## src/rtl/callret_ctrl.sv

```systemverilog
// Call/return controller that drives push/pop strobes toward a LIFO return-address stack.
// It tracks stack depth, redirects the PC on return, and handles interrupt entry and exit.
module callret_ctrl #(
    parameter int            AW      = 10,
    parameter int            DEPTH   = 8,
    parameter logic [AW-1:0] IRQ_VEC = 10'h3F0
) (
    input  logic                       clk,
    input  logic                       reset,
    input  logic                       call,
    input  logic                       ret,
    input  logic                       reti,
    input  logic                       ei,
    input  logic                       di,
    input  logic                       irq,
    input  logic [AW-1:0]              pc_cur,
    input  logic [AW-1:0]              pc_next,
    input  logic [AW-1:0]              pop_data,
    output logic                       push,
    output logic [AW-1:0]              push_data,
    output logic                       pop,
    output logic                       stall,
    output logic                       squash,
    output logic                       redirect,
    output logic [AW-1:0]              redirect_pc,
    output logic                       ie,
    output logic                       in_isr,
    output logic [$clog2(DEPTH+1)-1:0] depth,
    output logic                       ovf_err,
    output logic                       unf_err
);

    localparam int DW = $clog2(DEPTH+1);
    localparam logic [DW-1:0] DEPTH_C = DW'(DEPTH);
    localparam logic [DW-1:0] ONE_C   = DW'(1);

    typedef enum logic [1:0] {
        ST_IDLE = 2'd0,
        ST_POP  = 2'd1,
        ST_RDIR = 2'd2
    } state_t;

    state_t          state_r, state_s;
    logic [DW-1:0]   depth_r, depth_s;
    logic            push_r, push_s;
    logic [AW-1:0]   push_data_r, push_data_s;
    logic            pop_r, pop_s;
    logic            redirect_r, redirect_s;
    logic [AW-1:0]   redirect_pc_r, redirect_pc_s;
    logic            ie_r, ie_s;
    logic            in_isr_r, in_isr_s;
    logic            ovf_r, ovf_s;
    logic            unf_r, unf_s;
    logic            reti_r, reti_s;
    logic            stall_s, squash_s;
    logic            full_s, empty_s;

    // Next-state decode: accept priority is irq, then ret/reti, then call
    always_comb begin
        state_s       = state_r;
        depth_s       = depth_r;
        push_s        = 1'b0;
        push_data_s   = push_data_r;
        pop_s         = 1'b0;
        redirect_s    = 1'b0;
        redirect_pc_s = redirect_pc_r;
        ie_s          = ie_r;
        in_isr_s      = in_isr_r;
        ovf_s         = ovf_r;
        unf_s         = unf_r;
        reti_s        = reti_r;
        stall_s       = 1'b0;
        squash_s      = 1'b0;
        full_s        = (depth_r == DEPTH_C);
        empty_s       = (depth_r == {DW{1'b0}});
        case (state_r)
            ST_IDLE: begin
                if (irq && ie_r && !full_s) begin
                    squash_s      = 1'b1;
                    push_s        = 1'b1;
                    push_data_s   = pc_cur;
                    redirect_s    = 1'b1;
                    redirect_pc_s = IRQ_VEC;
                    depth_s       = depth_r + ONE_C;
                    ie_s          = 1'b0;
                    in_isr_s      = 1'b1;
                end else begin
                    if (di) begin
                        ie_s = 1'b0;
                    end else if (ei) begin
                        ie_s = 1'b1;
                    end else begin
                        ie_s = ie_r;
                    end
                    // A return always shadows a simultaneous call, even when it underflows
                    if (ret || reti) begin
                        if (!empty_s) begin
                            stall_s = 1'b1;
                            pop_s   = 1'b1;
                            depth_s = depth_r - ONE_C;
                            reti_s  = reti;
                            state_s = ST_POP;
                        end else begin
                            unf_s = 1'b1;
                        end
                    end else if (call) begin
                        if (!full_s) begin
                            push_s      = 1'b1;
                            push_data_s = pc_next;
                            depth_s     = depth_r + ONE_C;
                        end else begin
                            ovf_s = 1'b1;
                        end
                    end else begin
                        state_s = ST_IDLE;
                    end
                end
            end
            ST_POP: begin
                stall_s       = 1'b1;
                redirect_s    = 1'b1;
                redirect_pc_s = pop_data;
                state_s       = ST_RDIR;
            end
            ST_RDIR: begin
                if (reti_r) begin
                    ie_s     = 1'b1;
                    in_isr_s = 1'b0;
                end else begin
                    ie_s     = ie_r;
                    in_isr_s = in_isr_r;
                end
                reti_s  = 1'b0;
                state_s = ST_IDLE;
            end
            default: begin
                state_s = ST_IDLE;
            end
        endcase
    end

    // State and registered output update
    always_ff @(posedge clk or negedge reset) begin
        if (!reset) begin
            state_r       <= ST_IDLE;
            depth_r       <= {DW{1'b0}};
            push_r        <= 1'b0;
            push_data_r   <= {AW{1'b0}};
            pop_r         <= 1'b0;
            redirect_r    <= 1'b0;
            redirect_pc_r <= {AW{1'b0}};
            ie_r          <= 1'b0;
            in_isr_r      <= 1'b0;
            ovf_r         <= 1'b0;
            unf_r         <= 1'b0;
            reti_r        <= 1'b0;
        end else begin
            state_r       <= state_s;
            depth_r       <= depth_s;
            push_r        <= push_s;
            push_data_r   <= push_data_s;
            pop_r         <= pop_s;
            redirect_r    <= redirect_s;
            redirect_pc_r <= redirect_pc_s;
            ie_r          <= ie_s;
            in_isr_r      <= in_isr_s;
            ovf_r         <= ovf_s;
            unf_r         <= unf_s;
            reti_r        <= reti_s;
        end
    end

    assign push        = push_r;
    assign push_data   = push_data_r;
    assign pop         = pop_r;
    assign stall       = stall_s;
    assign squash      = squash_s;
    assign redirect    = redirect_r;
    assign redirect_pc = redirect_pc_r;
    assign ie          = ie_r;
    assign in_isr      = in_isr_r;
    assign depth       = depth_r;
    assign ovf_err     = ovf_r;
    assign unf_err     = unf_r;

endmodule

```

## config.mk

```make
export PLATFORM = sky130hd
export DESIGN_NAME = callret_ctrl
export DESIGN_NICKNAME = d
export VERILOG_FILES = /design/src/rtl/callret_ctrl.sv
export SDC_FILE = /design/constraint.sdc
export NUM_CORES = 1
export LEC_CHECK = 0
export BUFFER_PORTS_ARGS = -buffer_cell sky130_fd_sc_hd__buf_4
export CORE_ASPECT_RATIO = 1.25
export CORE_MARGIN = 5
export CORE_UTILIZATION = 50
export DETAILED_ROUTE_END_ITERATION = 8
export HOLD_SLACK_MARGIN = 0.1
export PLACE_DENSITY = 0.84
export SYNTH_ARGS = -nofsm -noshare
export SYNTH_HDL_FRONTEND = slang
export SYNTH_SLANG_ARGS = --single-unit
```

## constraint.sdc

```tcl
create_clock -name clk -period 3.3 [get_ports clk]
set_clock_uncertainty 0.2 [all_clocks]
set_input_delay 0 -clock clk [delete_from_list [all_inputs] [get_ports clk]]
set_output_delay 0 -clock clk [all_outputs]
set_load 0.005 [all_outputs]
```

==> results of run 1 <==
## synthesized netlist by cell type, types with 2 or more instances
library cell  instances
nor2b_1               2
xnor2_1               2
a22o_1                4
o22ai_1               3
clkbuf_1              3
a2bb2oi_1             2
o211ai_1              3
o22a_1                6
dfrtp_1              34
buf_6                 3
nand3_1               2
a31o_2                2
or2_2                 3
ha_1                  3
inv_1                 6
a211oi_1              3
nor3b_1               3
nand2_1              12
o21ai_0              16
a21oi_1               6
nor2_1                6
mux2i_1              13
## worst max-delay path by stage
stage                     cells after the start      endpoint      from
after floorplan                               8  push_data[0]  depth[0]
after global placement                        6  push_data[0]  depth[0]
after detailed placement                      3  push_data[4]        ie
after CTS                                     7  push_data[9]  depth[0]
after global routing                          7  push_data[8]  depth[0]
final                                         7  push_data[9]  depth[0]
## layer usage
layer	wire length, microns	vias to the layer above
li1	-	772
met1	2148	807
met2	2770	85
met3	437	18
met4	164	0
met5	0	-
## power groups by stage
stage	clock, uW	combinational (uW)	sequential [uW]
after global placement	0	922	759
after detailed placement	0	967	767
after global routing	342	1210	806
after floorplan	0	557	753
final	318	1100	784
after CTS	320	1060	765
## cell type report
type	instances	area share
clock buffer	6	0.03071
clock inverter	2	0.004653
inverter	7	0.009772
multi-input combinational	104	0.2652
sequential	34	0.3164
tap	37	0.01722
timing repair buffer	112	0.3560
## cell usage in the layout, fill, tap and decap left out, types with 3 or more instances in the layout
master         netlist  final
buf_4                0     70
clkbuf_8             0      6
or2_2                3      3
nand2_1             12     12
dfrtp_1             34     34
a21oi_1              6      6
nor2_1               6      6
dlygate4sd3_1        0     40
o21ai_0             16     16
a22o_1               4      4
ha_1                 3      3
o22ai_1              3      3
inv_1                6      6
o22a_1               6      6
o211ai_1             3      3
a211oi_1             3      3
nor3b_1              3      3
mux2i_1             13     13
## sequential cells by signal, indices dropped and copies added (netlist names), 2 cells and up
register / count
redirect_pc: 10
state_r: 2
depth: 4
push_data: 10
## cell families (layout without fill, tap and decap cells)
kind of cell | after synthesis | count (layout)
adder cells (fa/ha/maj) | 3 | 3
buffers and inverters | 14 | 127
multiplexers | 13 | 13
AND/OR/NAND/NOR | 37 | 37
AO/OA/AOI/OAI | 49 | 49
flip-flops | 34 | 34
XOR/XNOR | 2 | 2
## per-stage QoR
stage	util	area, sq um	setup WS [ns]	hold WS (ns)	instances
5_1_grt	0.8418	2689	0.3090	0.1909	302
3_5_place_dp	0.6769	2162	1.035	-0.2311	252
2_1_floorplan	-	1640	1.410	-0.4956	152
6_report	0.8418	2689	0.4797	0.1452	302
4_1_cts	0.8382	2678	0.5470	0.1211	301
3_3_place_gp	0.6769	2162	1.176	-0.2368	252
## critical path: cells and delay by family (launching register included)
kind	cells	cell delay [ns]
and+or+nand+nor	2	0.69
buffers and inverters	2	0.68
DFF	1	0.46
muxes	1	0.28
adders and majority gates	1	0.25
AOI/OAI and AO/OA	1	0.09
==> impl_metrics.json, run 1 <==
{
  "post_cts_buffers": 0,
  "tns_ns": 0,
  "num_rows": 23,
  "syn_area_per_cell_sq_um": 10.79,
  "final_nets": 305,
  "ir_drop_mv": 0.5755,
  "cp.required_ns": 3.22,
  "drive_gt1_frac": 0.3358,
  "die_h_microns": 74.04,
  "grtUsageMet1": 0.3094,
  "clk_pin_slew_ns": 0.07,
  "synthTopCellsByArea": "dfrtp_1 52%, mux2i_1 7.9%, o21ai_0 4.9%",
  "period_share": 0.8546,
  "slew_headroom": 0.5347,
  "drv_slew": 0,
  "yosysWarnings": 0,
  "critical_path_arrival_ns": 2.74,
  "worstPathCellList": "inv_1 > ha_1 > and3b_1 > nor2_4 > mux2i_1 > dlygate4sd3_1 > o21ai_0",
  "crit_fanout": 12,
  "hold_end": "depth[3]",
  "synth_compound_area_frac": 0.2014,
  "min_from": "call",
  "path_class": "flip-flop to flip-flop",
  "worstMarginPinSlew_ns": 0.6949,
  "viasPerCell": 5.570,
  "slowest_stage": "dlygate4sd3_1",
  "power_switching_uw": 833.9,
  "postRouteAntennaNets": 0,
  "grt_overflow_total": 0,
  "first_global_vias": 1735,
  "antenna_cells": 0,
  "switching_share": 0.3780,
  "cts_tree": "done",
  "grt_usage": 0.2577,
  "min_period_ns": 2.820,
  "dpl.hpwl_microns": 3256,
  "synth_top_family_by_area": "compound AO/OA/AOI/OAI gates",
  "worstRegToRegCells": 7,
  "clock_path_buffers": 2,
  "timing.rr.end": "push_data[9]",
  "drv_cap": 0,
  "multi_input_area_sq_um": 713.2,
  "ys_types": 37,
  "status": "completed",
  "place_congestion": 0.9150,
  "reg2reg_slack_ns": 0.48,
  "synthSimpleGateAreaFrac": 0.1205,
  "vias": 1682,
  "yosysSeqAreaShare": 0.5187,
  "combPwrFrac": 0.501,
  "synth_top_area_share": 0.5187,
  "syn-cell-area_sq_mm": 0.001640,
  "ys.flop_type": "dfrtp_1",
  "max_freq_mhz": 354.6,
  "seqPwrFrac": 0.355,
  "finalSetupViolCount": 0,
  "grt_util_met3": 0.06424,
  "numCtsBuffers": 5,
  "fillers": 169,
  "startpoint_type": "flip-flop",
  "finalHoldViolations": 0,
  "wl_microns": 5521,
  "clkPwrFrac": 0.144,
  "grtUsageMet2": 0.4353,
  "synth_edf_count": 0,
  "muxShareOfSynthArea": 0.07933,
  "synth-async-reset-ratio": 1.000,
  "power_density_mw_per_mm2": 820.6,
  "start_util": 0.5135,
  "cell_internal_pwr_uw": 1373,
  "r2r-start": "depth[0]",
  "avgRoutedWirePerCell_microns": 18.28,
  "core-area_sq_mm": 0.003194,
  "clkLatencyLatePin_ns": 0.28,
  "drt_first_pass_iters": 4,
  "die_area_sq_mm": 0.004533,
  "seq_area_sq_um": 850.8,
  "cellLeakagePower_uw": 0.001280,
  "antenna_found_initial": 0,
  "synth-seq-cells": 34,
  "hp-class": "primary input to flip-flop",
  "syn_inst": 152,
  "rsz0062_at_grt": "no",
  "grt_pass1_wl_microns": 8562,
  "drtIter0Drc": 119,
  "synth-xor-area-share": 0.01068,
  "power_uw": 2206,
  "end_kind": "flip-flop",
  "die_x_microns": 61.23,
  "portBuffers": 70,
  "cts.sinks": 34,
  "synth_nets": 193,
  "route.detailed.drc": 0,
  "pin_count": 71,
  "root_buffer": "clkbuf_8",
  "cts_resized": 0,
  "area_growth_pct": 63.92,
  "slowest_delay_ns": 0.59,
  "grt_max_degree": 35,
  "cts_hold_buffers": 41,
  "synthAdderAreaFrac": 0.02288,
  "cts_max_level": 2,
  "hold_depth": 5,
  "yosysTopAreaCell": "dfrtp_1",
  "busiest_layer": "met2"
}
Note: power is estimated with default switching activity, not from simulation.
==> run 2, diff against run 1 <==
==> config.mk (replaced) <==
export PLATFORM = sky130hd
export DESIGN_NAME = callret_ctrl
export DESIGN_NICKNAME = d
export VERILOG_FILES = /design/src/rtl/callret_ctrl.sv
export SDC_FILE = /design/constraint.sdc
export NUM_CORES = 1
export LEC_CHECK = 0
export CORE_ASPECT_RATIO = 1.25
export CORE_MARGIN = 5
export CORE_UTILIZATION = 25
export DETAILED_ROUTE_END_ITERATION = 8
export DONT_BUFFER_PORTS = 1
export SYNTH_ARGS = -nofsm -noshare
export SYNTH_HDL_FRONTEND = slang
export SYNTH_SLANG_ARGS = --single-unit
==> run 2 against run 1 <==
  * Routed wire length is 16% lower
  * Register-to-register slack better by 0.07 ns
  * Cell count is 6.3% lower
  * Hold slack worse by 0.14 ns
  * First-iteration DRC count is 68% lower
  * Clock power hardly changed
  * Worst setup slack better by 0.070 ns
  * Combinational power is 35% lower
  * Critical path depth stayed put
  * Sequential share of layout area is 6.5 points higher
  * Via count is 21% lower
  * Sequential power is 3.4% higher
  * Critical path type unchanged
  * Largest cell class is now flip-flops and latches
  * Largest power group is now sequential cells
==> impl_metrics.json, run 2 (same netlist as run 1, synthesis figures left out) <==
{
  "fin_util": 0.3438,
  "final_nets": 236,
  "endpoint": "push_data[9]",
  "die_area_sq_mm": 0.008292,
  "vias": 1328,
  "switching_share": 0.3826,
  "clk_pin_slew_ns": 0.07,
  "min_period_ns": 2.750,
  "status": "completed",
  "hp-class": "primary input to flip-flop",
  "layout_common_cells": "41 x dlygate4sd3_1, 34 x dfrtp_1, 16 x o21ai_0",
  "drive_gt1_frac": 0.09184,
  "ir_drop_mv": 0.2466,
  "setup_slack_ns": 0.5495,
  "antenna_cells": 0,
  "postRouteAntennaNets": 0,
  "end_kind": "flip-flop",
  "die_h_microns": 100.6,
  "timing.rr.end": "push_data[9]",
  "wl_microns": 4654,
  "cts_max_level": 2,
  "slowest_delay_ns": 0.58,
  "viasPerCell": 4.693,
  "period_share": 0.8335,
  "fillers": 678,
  "place_area_sq_mm": 0.001707,
  "cp.required_ns": 3.26,
  "finalHoldViolations": 0,
  "worstPathCellList": "inv_1 > ha_1 > and3b_1 > nor2_4 > mux2i_1 > dlygate4sd3_1 > o21ai_0",
  "clkLatencyLatePin_ns": 0.28,
  "seqPwrFrac": 0.441,
  "portBuffers": 0,
  "clock_path_buffers": 2,
  "drtIter0Drc": 38,
  "grt_overflow_total": 0,
  "area_growth_pct": 35.85,
  "start_util": 0.2530,
  "route.detailed.drc": 0,
  "slew_headroom": 0.6598,
  "grt_usage": 0.1160,
  "first_global_vias": 1396,
  "cp_num_buf_inv": 2,
  "cell_internal_pwr_uw": 1136,
  "drv_cap": 0,
  "grt_max_degree": 26,
  "cp_top_family": "simple AND/OR/NAND/NOR gates",
  "root_buffer": "clkbuf_8",
  "grt_pass1_wl_microns": 7231,
  "tns_ns": 0,
  "drv_slew": 0,
  "startpoint_type": "flip-flop",
  "avgRoutedWirePerCell_microns": 16.45,
  "core-area_sq_mm": 0.006482,
  "clkPwrFrac": 0.171,
  "dpl.hpwl_microns": 2944,
  "seq_area_sq_um": 850.8,
  "drt_first_pass_iters": 4,
  "r2r-start": "depth[0]",
  "cts_resized": 0,
  "cts_tree": "done",
  "rsz0062_at_grt": "no",
  "crit_fanout": 12,
  "fin_area_sq_mm": 0.002228,
  "multi_input_area_sq_um": 713.2,
  "cellLeakagePower_uw": 0.0009442,
  "finalSetupViolCount": 0,
  "die_x_microns": 82.45,
  "place_ws_ns": 1.131,
  "slowest_stage": "dlygate4sd3_1",
  "path_class": "flip-flop to flip-flop",
  "cts.sinks": 34,
  "crit_cells": 7,
  "critical_path_arrival_ns": 2.71,
  "reg2reg_slack_ns": 0.55,
  "numCtsBuffers": 5,
  "worstRegToRegCells": 7,
  "power_switching_uw": 704.3,
  "worstMarginPinSlew_ns": 0.5064,
  "final_common_cell": "dlygate4sd3_1",
  "max_freq_mhz": 363.6,
  "power_uw": 1841,
  "power_density_mw_per_mm2": 826.0,
  "pin_count": 71,
  "place_congestion": 0.8711,
  "antenna_found_initial": 0,
  "startpoint": "depth[0]",
  "combPwrFrac": 0.388,
  "num_rows": 33
}
## run 2: cell count changes in the layout (fill, tap and decap cells not counted), sizes merged
cell         previous run  this run
dlygate4sd3            40        41
clkbuf                  6         7
buf                    72         2
clkinvlp                1         0
## run 2: metal layers
layer | up-vias | share of wire | GRT usage
met5 | - | 0 | 0
met4 | 0 | 0.0054 | 0.02430
met3 | 2 | 0.12 | 0.05546
met2 | 61 | 0.49 | 0.2019
met1 | 631 | 0.39 | 0.1260
li1 | 634 | - | -
## run 2: final cells by class
type / instances / share of cell area
clock buffer: 7 / 0.03874
clock inverter: 1 / 0.002246
inverter: 7 / 0.01179
multi-input combinational: 104 / 0.3200
sequential: 34 / 0.3818
tap: 87 / 0.04885
timing repair buffer: 43 / 0.1965
## run 2: worst min-delay path by stage
stage	from	end	slack, ns	cells past startpoint
CTS	call	depth[3]	0.009	4
global route	call	depth[3]	0.05	4
floorplan	reset	depth[0]	-0.50	0
detailed placement	reset	push	-0.49	0
finish	call	depth[3]	0.007	4
global placement	reset	push	-0.49	0
## run 2: power by group through the flow
stage               registers [uW]  clock network [uW]  logic [uW]
floorplan                      753                   0         557
global placement               823                   0         602
detailed placement             824                   0         618
CTS                            817                 332         717
global route                   849                 352         825
finish                         811                 315         714
## run 2: repair_timing
action | in CTS | in global routing
setup buffers | 0 | 0
hold endpoints to repair | 59 | 0
hold buffers | 42 | 0
## run 2: worst min-delay path, stage by stage
cell      delay, ns
a21oi_1        0.17
a211oi_1       0.11
o211ai_1       0.08
o211ai_1       0.08
## run 2: stage by stage
| step | hold WS (ns) | std cells |
|---|---|---|
| 3_3_place_gp | -0.4947 | 233 |
| 6_report | 0.007061 | 283 |
| 2_1_floorplan | -0.4956 | 152 |
| 5_1_grt | 0.04620 | 283 |
| 4_1_cts | 0.009089 | 283 |
| 3_5_place_dp | -0.4947 | 233 |
==> run 3, diff against run 2 <==
==> constraint.sdc (replaced) <==
create_clock -name clk -period 2.6 [get_ports clk]
set_clock_uncertainty 0.2 [all_clocks]
set_input_delay 0 -clock clk [delete_from_list [all_inputs] [get_ports clk]]
set_output_delay 0 -clock clk [all_outputs]
set_load 0.005 [all_outputs]
==> run 3 against run 2 <==
  * Hold slack improved by 0.014 ns
  * Clock-buffer cell count unchanged
  * Routed wire length fell by 1.3%
  * First-iteration DRC count down 5.3%
  * Sequential share of layout area decreased by 0.085 points
  * Global-route usage decreased by 0.22 points
  * Die area unchanged
  * Core utilization rose by 0.077 points
  * Sequential power up 27%
  * Worst setup slack worse by 0.30 ns
==> impl_metrics.json, run 3 (same netlist as run 1, synthesis figures left out) <==
{
  "status": "completed",
  "clkLatencyLatePin_ns": 0.28,
  "hp-class": "primary input to flip-flop",
  "start_util": 0.2530,
  "layout_common_cells": "41 x dlygate4sd3_1, 34 x dfrtp_1, 16 x o21ai_0",
  "portBuffers": 0,
  "grt_max_degree": 22,
  "path_class": "flip-flop to flip-flop",
  "core-area_sq_mm": 0.006482,
  "cts.sinks": 34,
  "tns_ns": 0,
  "route.detailed.drc": 0,
  "finalSetupViolCount": 0,
  "cp_top_family": "simple AND/OR/NAND/NOR gates",
  "worstPathCellList": "inv_1 > ha_1 > and3b_1 > nor3_2 > nor2_1 > dlygate4sd3_1",
  "slowest_stage": "dlygate4sd3_1",
  "post_cts_buffers": 0,
  "startpoint": "depth[0]",
  "min_period_ns": 2.355,
  "drt_first_pass_iters": 4,
  "numCtsBuffers": 5,
  "cts_max_level": 2,
  "clk_pin_slew_ns": 0.07,
  "cts_tree": "done",
  "grt_usage": 0.1139,
  "place_congestion": 0.8709,
  "num_rows": 33,
  "drv_cap": 0,
  "vias": 1326,
  "die_x_microns": 82.45,
  "antenna_found_initial": 0,
  "root_buffer": "clkbuf_8",
  "reg2reg_slack_ns": 0.24,
  "ir_drop_mv": 0.3062,
  "hold_slack_ns": 0.02154,
  "slew_headroom": 0.5083,
  "cp_num_buf_inv": 2,
  "cellLeakagePower_uw": 0.0009462,
  "slowest_delay_ns": 0.56,
  "worstMarginPinSlew_ns": 0.7351,
  "crit_fanout": 7,
  "area_growth_pct": 36.16,
  "cp.required_ns": 2.56,
  "place_ws_ns": 0.4341,
  "period_share": 0.9058,
  "antenna_cells": 0,
  "setup_slack_ns": 0.2448,
  "first_global_vias": 1428,
  "finalHoldViolations": 0,
  "viasPerCell": 4.686,
  "dpl.hpwl_microns": 2953,
  "min_from": "call",
  "drv_slew": 0,
  "grt_overflow_total": 0,
  "startpoint_type": "flip-flop",
  "critical_path_arrival_ns": 2.32,
  "drive_gt1_frac": 0.09694,
  "r2r-start": "depth[0]",
  "die_h_microns": 100.6,
  "final_common_cell": "dlygate4sd3_1",
  "max_freq_mhz": 424.6,
  "die_area_sq_mm": 0.008292,
  "rsz0062_at_grt": "no",
  "final_nets": 236,
  "pin_count": 71,
  "end_kind": "flip-flop",
  "drtIter0Drc": 36,
  "avgRoutedWirePerCell_microns": 16.24,
  "power_density_mw_per_mm2": 1032,
  "wl_microns": 4595,
  "power_uw": 2305,
  "clock_path_buffers": 2,
  "postRouteAntennaNets": 0,
  "grt_pass1_wl_microns": 7120
}
## run 3: cell counts in the layout (fill, tap and decap cells not counted)
Identical to the previous run, type by type.
## run 3: path summary, 6_finish.rpt
| kind | end | depth (start not counted) |
|---|---|---|
| worst max register to register | ie | 6 |
| min in group asynchronous | unf_err | 3 |
| worst max-delay path | ie | 6 |
| worst min register to register | push_data[8] | 2 |
| worst min-delay path | depth[3] | 4 |
| max in group asynchronous | depth[2] | 4 |
## run 3: report_power, final
| part | internal [uW] | switching (uW) |
|---|---|---|
| Combinational | 426 | 451 |
| Sequential | 775 | 255 |
| Clock | 214 | 185 |
| Total | 1410 | 890 |
## run 3: repair_timing
item | in CTS | in global routing
endpoints found under the hold margin | 59 | 0
gates resized for setup | 0 | 1
hold buffers | 42 | 0
setup endpoints to repair | 0 | 1
## run 3: layout make-up
type,instances,area [sq um]
fillers,648,4249
flip-flops and latches,34,850.8
multi-input cells,104,718.2
repair buffers,43,437.9
well taps,87,108.9
clock buffers,7,86.33
inverters,7,26.28
clock inverters,1,5.005
## run 3: worst min-delay path, cell delays in order
cell and delay (ns):
a21oi_1 0.18, a211oi_1 0.11, o211ai_1 0.08, o211ai_1 0.08
## run 3: per-stage QoR
stage                       util  std cells  instance area (sq um)
after floorplan                -        152                   1640
after global placement    0.2633        233                   1707
after detailed placement  0.2633        233                   1707
after CTS                 0.3438        283                   2228
after global routing      0.3445        283                   2233
final                     0.3445        283                   2233
## run 3: metal layers
layer / track usage / wire, microns
met5: 0 / 0
met4: 0.03325 / 41
met3: 0.05277 / 567
met2: 0.1981 / 2219
met1: 0.1205 / 1767
